**src/rtl/anim_pkg.sv**
```systemverilog
// Shared types and default constants for the player animation controller.
package anim_pkg;

   typedef enum logic [3:0] {
      IDLE = 4'd0,
      WALK = 4'd1,
      JUMP = 4'd2,
      FALL = 4'd3,
      LAND = 4'd4
   } status_t;

   localparam int unsigned FRAME_DIV_DEF   = 6;
   localparam int unsigned WALK_FRAMES_DEF = 4;
   localparam int unsigned LAND_FRAMES_DEF = 4;

endpackage

```
**src/rtl/frame_tick_gen.sv**
```systemverilog
// Rising-edge detector turning the raw frame signal into a one-cycle tick,
// shared by the per-frame controllers.
module frame_tick_gen (
   input  logic Clk,
   input  logic Reset,
   input  logic frame_clk,
   output logic tick
);

   logic frame_clk_q, frame_clk_d;

   always_comb begin
      frame_clk_d = frame_clk;
   end

   always_ff @(posedge Clk) begin
      if (Reset) begin
         frame_clk_q <= 1'b0;
      end else begin
         frame_clk_q <= frame_clk_d;
      end
   end

   assign tick = frame_clk & ~frame_clk_q;

endmodule

```
**src/rtl/player_anim_controller.sv**
```systemverilog
// Per-frame animation sequencer for the player sprite (idle/walk/jump/fall).
// Define ANIM_LAND_EN to add a timed LAND state after touching down.
module player_anim_controller
   import anim_pkg::*;
#(
   parameter int unsigned FRAME_DIV   = FRAME_DIV_DEF,
   parameter int unsigned WALK_FRAMES = WALK_FRAMES_DEF,
   parameter int unsigned LAND_FRAMES = LAND_FRAMES_DEF
) (
   input  logic       Clk,
   input  logic       Reset,
   input  logic       frame_clk,
   input  logic       on_ground,
   input  logic [9:0] Vel_Y,
   input  logic       move_left,
   input  logic       move_right,
   output logic [3:0] Player_Status,
   output logic [1:0] Walk_Frame,
   output logic       Facing_Left,
   output logic       Status_Change
);

   localparam logic [3:0] DivLast  = 4'(FRAME_DIV - 1);
   localparam logic [1:0] WalkLast = 2'(WALK_FRAMES - 1);

   if (FRAME_DIV < 1 || FRAME_DIV > 15 || WALK_FRAMES < 2 || WALK_FRAMES > 4 ||
       LAND_FRAMES < 1 || LAND_FRAMES > 16) begin : g_param_check
      $error("player_anim_controller: parameter out of range");
   end

   logic       tick;
   logic       dir;
   logic       vel_up;
   status_t    grounded_st;
   status_t    state_q, state_d;
   logic [3:0] div_q, div_d;
   logic [1:0] walk_frame_q, walk_frame_d;
   logic       facing_left_q, facing_left_d;
   logic       status_change_q, status_change_d;

`ifdef ANIM_LAND_EN
   localparam logic [3:0] LandLast = 4'(LAND_FRAMES - 1);
   logic [3:0] land_cnt_q, land_cnt_d;
`endif

   frame_tick_gen u_frame_tick_gen (
      .Clk      (Clk),
      .Reset    (Reset),
      .frame_clk(frame_clk),
      .tick     (tick)
   );

   assign dir         = move_left ^ move_right;
   assign vel_up      = $signed(Vel_Y) < 10'sd0;
   assign grounded_st = dir ? WALK : IDLE;

   always_comb begin
      state_d         = state_q;
      div_d           = div_q;
      walk_frame_d    = walk_frame_q;
      facing_left_d   = facing_left_q;
      status_change_d = 1'b0;
`ifdef ANIM_LAND_EN
      land_cnt_d      = land_cnt_q;
`endif
      if (tick) begin
         // Airborne takes priority over any key input.
         if (!on_ground) begin
            state_d = vel_up ? JUMP : FALL;
         end else begin
            case (state_q)
`ifdef ANIM_LAND_EN
               JUMP, FALL: state_d = LAND;
               LAND:       state_d = (land_cnt_q == 4'd0) ? grounded_st : LAND;
`else
               JUMP, FALL: state_d = grounded_st;
`endif
               default:    state_d = grounded_st;
            endcase
         end

`ifdef ANIM_LAND_EN
         if (state_d == LAND) begin
            land_cnt_d = (state_q == LAND) ? land_cnt_q - 4'd1 : LandLast;
         end else begin
            land_cnt_d = 4'd0;
         end
`endif

         // Divider only runs while staying in WALK; any entry restarts the cycle.
         if (state_d == WALK && state_q == WALK) begin
            if (div_q == DivLast) begin
               div_d        = 4'd0;
               walk_frame_d = (walk_frame_q == WalkLast) ? 2'd0 : walk_frame_q + 2'd1;
            end else begin
               div_d = div_q + 4'd1;
            end
         end else begin
            div_d        = 4'd0;
            walk_frame_d = 2'd0;
         end

         if (dir) begin
            facing_left_d = move_left;
         end
         status_change_d = (state_d != state_q);
      end
   end

   always_ff @(posedge Clk) begin
      if (Reset) begin
         state_q         <= IDLE;
         div_q           <= 4'd0;
         walk_frame_q    <= 2'd0;
         facing_left_q   <= 1'b0;
         status_change_q <= 1'b0;
`ifdef ANIM_LAND_EN
         land_cnt_q      <= 4'd0;
`endif
      end else begin
         state_q         <= state_d;
         div_q           <= div_d;
         walk_frame_q    <= walk_frame_d;
         facing_left_q   <= facing_left_d;
         status_change_q <= status_change_d;
`ifdef ANIM_LAND_EN
         land_cnt_q      <= land_cnt_d;
`endif
      end
   end

   assign Player_Status = state_q;
   assign Walk_Frame    = walk_frame_q;
   assign Facing_Left   = facing_left_q;
   assign Status_Change = status_change_q;

endmodule

```
**config.mk**
```make
export PLATFORM = sky130hd
export DESIGN_NAME = player_anim_controller
export DESIGN_NICKNAME = d
export VERILOG_FILES = /design/src/rtl/anim_pkg.sv /design/src/rtl/frame_tick_gen.sv /design/src/rtl/player_anim_controller.sv
export SDC_FILE = /design/constraint.sdc
export NUM_CORES = 1
export LEC_CHECK = 0
export CAP_MARGIN = 20
export CELL_PAD_IN_SITES_DETAIL_PLACEMENT = 1
export CELL_PAD_IN_SITES_GLOBAL_PLACEMENT = 2
export CORE_UTILIZATION = 26
export CTS_BUF_LIST = sky130_fd_sc_hd__clkbuf_2
export DETAILED_ROUTE_END_ITERATION = 12
export GPL_TIMING_DRIVEN = 0
export PLACE_DENSITY_LB_ADDON = 0.15
export SLEW_MARGIN = 40
export SYNTH_ARGS = -nofsm -noshare
export SYNTH_HDL_FRONTEND = slang
export SYNTH_SLANG_ARGS = --single-unit
export TNS_END_PERCENT = 10
```
**constraint.sdc**
```tcl
create_clock -name Clk -period 1.9 [get_ports Clk]
set_input_delay 0.285 -clock Clk [delete_from_list [all_inputs] [get_ports Clk]]
set_output_delay 0.285 -clock Clk [all_outputs]
set_load 0.005 [all_outputs]
```
After elaboration in Yosys (flattened, before gate mapping)
Cells that the tools add are included.

Bits in registers: 13. Bits of input ports: 16.

Add/subtract/negate cells: 2. Order comparisons: 1. Equal/unequal tests: 6. Muxes and demuxes: 9. Bitwise logic cells: 4. Reduce and logical (&&, ||, !) cells: 4.

Operators with widths (number): two-way mux 4 bit (3); less-than comparator 10 x 1 -> 1 bit (second input constant) (1); == test 4 x 1 -> 1 bit (second input constant) (2); two-way mux 2 bit (4); adder 4 x 1 -> 4 bit (second input constant) (1); == test 4 x 3 -> 1 bit (second input constant) (1); inequality test 4 bit (1); AND reduction 2 bit (2); adder 2 x 1 -> 2 bit (second input constant) (1); == test 2 bit (second input constant) (1); two-way mux 1 bit (2); inequality test 2 x 1 -> 1 bit (second input constant) (1); inverter 1 bit (2); OR reduction 2 bit (1); bitwise AND 1 bit (1); logical AND 1 bit (1); XOR 1 bit (1).

Logic depth before layout (Yosys ltp)
Depth after elaboration: 8. Mapped depth: 5. Depth with buffers taken out: 5.

Cells and area by module
From an unflattened synthesis, not the netlist that was laid out.

Cells, all modules: 69. Area, all modules: 626.9 sq um.

Modules (own cells, without submodules): player_anim_controller (instances 1, cells an instance 66, area an instance 579.3 sq um, sequential area each 200.2 sq um); frame_tick_gen (instances 1, cells an instance 3, area an instance 47.5 sq um, sequential area each 20.0 sq um).

Worst setup path before layout
Ideal clock, no wire load.

Path kind: register to register. Start: register div_q[0]. End: register walk_frame_q[1], in the netlist Walk_Frame[1]. Arrival: 1.306 ns. Required time: 1.827 ns. Setup slack: 0.520 ns. Stages on the path, launching flop included: 5. Buffers on the path: 0. Clock period less this slack: 1.380 ns. Cell sequence: dfxtp_1 -> ha_1 -> nand3b_4 -> or4b_1 -> o211ai_2.

Word-level cells in the longest chain between the ends: 3.

RTL lines: start: declaration (RTL line player_anim_controller.sv:36) `logic [3:0] div_q, div_d;`; start signal: assignment (RTL line player_anim_controller.sv:122) `div_q <= div_d;`; == test 4 x 3 -> 1 bit (RTL line player_anim_controller.sv:92) `if (div_q == DivLast) begin`; inequality test 2 x 1 -> 1 bit (no source line); AND reduction 2 bit (no source line); end signal: assignment (RTL line player_anim_controller.sv:123) `walk_frame_q <= walk_frame_d;`; end: declaration (RTL line player_anim_controller.sv:37) `logic [1:0] walk_frame_q, walk_frame_d;`.

No other way between the ends. A chain may end at the register's enable or synchronous reset.

Worst setup path after layout
Same ends and word-level chain as after synthesis.

==> results by group <==
Status
  – Run status: complete, no violations

Clocking
  – # clock sinks: 11
  – Resized Gates After CTS: 0
  – H-tree depth: 1
  – TritonCTS Buffers: 3
  – Setup Fix Bufs, Post-CTS: 0
  – Hold buffers post-CTS: 0
  – CTS tree: yes
  – Clock Latency Late Sink: 0.26 ns
  – Worst-path clk slew: 0.13 ns
  – Clk buf depth: 2
  – CTS root buf: clkbuf_2

Final layout
  – Area delta synth->final: 26.4%
  – Nets@finish: 113
  – ANT cells: 0
  – Commonest non-fill, non-tap cell in the layout: clkdlybuf4s50_1
  – Final core occ: 35.1%
  – Fin area: 868 sq um
  – Fillers: 309
  – Share of cells above drive strength 1: 15.1%
  – Most frequent cells in the layout: 12 x clkdlybuf4s50_1, 11 x dfxtp_1, 8 x nor2b_1

Timing
  – Tmin final: 1.52 ns
  – Setup total negative slack: 0 ns
  – Slew margin rel.: 61.9%
  – RSZ-0062 raised after global routing: false
  – Tcrit/Tclk final: 80.0%
  – Worst-Margin Slew: 0.571 ns
  – Final setup viols: 0
  – Layout Skew: 0.00260 ns
  – Final Max Tran Viols: 0
  – Final WS setup: 0.380 ns
  – Final hold violation count: 0
  – F_max: 658 MHz

Yosys
  – Cells after synthesis: 76
  – Synth Flop Type: dfxtp_1
  – Ys Warns: 0
  – Count of state elements after synthesis: 11
  – Post-synth EDFFs: 0
  – Seq/Total Area, Yosys: 32.1%
  – Synth async-reset ratio: 0%
  – Mapped Area: 687 sq um
  – Syn_area_per_cell: 9.04 sq um
  – Synth cell types: 35

Detailed routing
  – DR vias/cell: 4.88
  – ANT nets after route: 0
  – Total Wirelength: 1630 um
  – WL/cell: 13.2 um
  – Detailed Routing Iterations Pass 1: 3
  – DRC errors left: 0
  – Detailed-route via count: 600
  – Initial DRC Count: 2

Flow run
  – Max-Cap Viols: 0

Worst setup path
  – Critical path class: register to register
  – Crit path required time: 2.10 ns
  – Worst Setup Start Kind: register
  – FF-to-FF path depth: 4
  – CP bufs+invs: 0
  – Delay-heaviest family, CP: simple AND/OR/NAND/NOR gates
  – Crit-path max FO: 7
  – Worst path cell trace: ha_1, nand3b_4, or4b_1, o211ai_2
  – Critical Path Stages: 4
  – Worst Setup End Kind: register
  – Crit-path slowest cell: or4b_1
  – Critical Path AT: 1.72 ns
  – Critical Path Max Stage Delay: 0.50 ns

Pwr
  – Int Power: 0.000337 W
  – Overall Power: 0.000474 W
  – Maximum VDD drop: 0.251 mV
  – Clock share of power: 30.5%
  – Leak: 0.349 nW
  – Seq pwr share: 51.6%
  – Sw frac: 29.0%
  – Power Density: 546 nW/um^2
  – Net Sw Power: 0.000137 W
  – Gate power share: 17.9%

Global route
  – GRT overflow: 0
  – Global-route wire length before repair: 2800 um
  – Most used routing layer: met2
  – Met1 usage: 16.8%
  – Gr usage total: 14.0%
  – Number of global-route vias before repair: 632
  – Largest net degree at the start of global routing: 11
  – Met2 usage: 23.1%
  – Met3 Use GR: 4.31%
  – Initial antenna violation count: 0

Die
  – Initial Util: 27.7%
  – Io pins: 24
  – # rows: 18
  – Die ar.: 2850 sq um
  – Core ar.: 2480 sq um
  – Die height: 53.4 um
  – Die X-Extent: 53.4 um

Min path
  – Hold Path Cell Cnt: 2
  – Hold crit path type: register to register

Place
  – PortBufs: 12
  – GP Congestion: 0.728
  – Worst slack, placed: 0.0723 ns
  – Placed cell area: 848 sq um
  – Dpl hpwl: 1190 um
-- per-layer routing --
metal  share of wire (%)  vias to the layer above  wire length (um)
met5                   0                        -                 0
met4                0.61                        0                10
met1                  48                      280               788
met2                  47                        9               773
li1                    -                      309                 -
met3                 3.4                        2                56
-- synthesized netlist by cell type (2+ instances only) --
cell / number / share of area (%)
dfxtp_1: 11 / 32
nor2b_1: 8 / 7.3
nand2_1: 7 / 3.8
nand4_1: 6 / 5.5
a21oi_1: 3 / 2.2
ha_1: 3 / 5.5
inv_1: 3 / 1.6
nor3b_1: 3 / 3.3
a211o_1: 2 / 2.6
buf_2: 2 / 1.5
buf_4: 2 / 2.2
o211ai_1: 2 / 2.2
o21ai_0: 2 / 1.5
-- flip-flops by register name (all words and copies together) (netlist names) --
name and flops:
Status_Change 1, Walk_Frame 2, Facing_Left 1, u_frame_tick_gen.frame_clk_q 1, Player_Status 2, div_q 4
-- final timing paths --
kind | start | slack, ns | to
max | div_q[0] | 0.38 | Walk_Frame[1]
min | Facing_Left | 0.51 | Facing_Left
max reg2reg | div_q[0] | 0.38 | Walk_Frame[1]
min reg2reg | Facing_Left | 0.51 | Facing_Left
-- cell type report --
type                            instances  area (sq um)  area share, %
Buffer                                  5          28.8           3.31
Multi-Input combinational cell         58           430           49.6
Clock buffer                            4          20.0           2.31
Sequential cell                        11           220           25.4
Timing Repair Buffer                   12           120           13.8
Tap cell                               30          37.5           4.32
Inverter                                3          11.3           1.30
-- stage by stage --
stage                     instances  hold WS (ns)
after floorplan                  77         0.381
after global placement          119         0.482
after detailed placement        119         0.493
after CTS                       123         0.512
after global routing            123         0.553
final                           123         0.510
-- power by group through the flow --
stage / sequential [W] / combinational (W) / clock (W)
2_1_floorplan: 0.000249 / 0.0000447 / 0
3_3_place_gp: 0.000250 / 0.0000862 / 0
3_5_place_dp: 0.000250 / 0.0000861 / 0
4_1_cts: 0.000245 / 0.0000864 / 0.000152
5_1_grt: 0.000246 / 0.0000944 / 0.000167
6_report: 0.000245 / 0.0000848 / 0.000145
-- worst min-delay path: stages, from the launching register on --
cell     delay, ns
dfxtp_1       0.34
o21ai_0       0.07
a21oi_1       0.07
-- cells by family after synthesis --
family	share of synthesized area [%]
flip-flops	32.1
other	0.546
AND/OR/NAND/NOR	35.2
adder cells (fa/ha/maj)	5.47
XOR/XNOR	3.64
AO/OA/AOI/OAI	17.3
buffers and inverters	5.83
No activity file was read; power rests on OpenSTA's default activity.
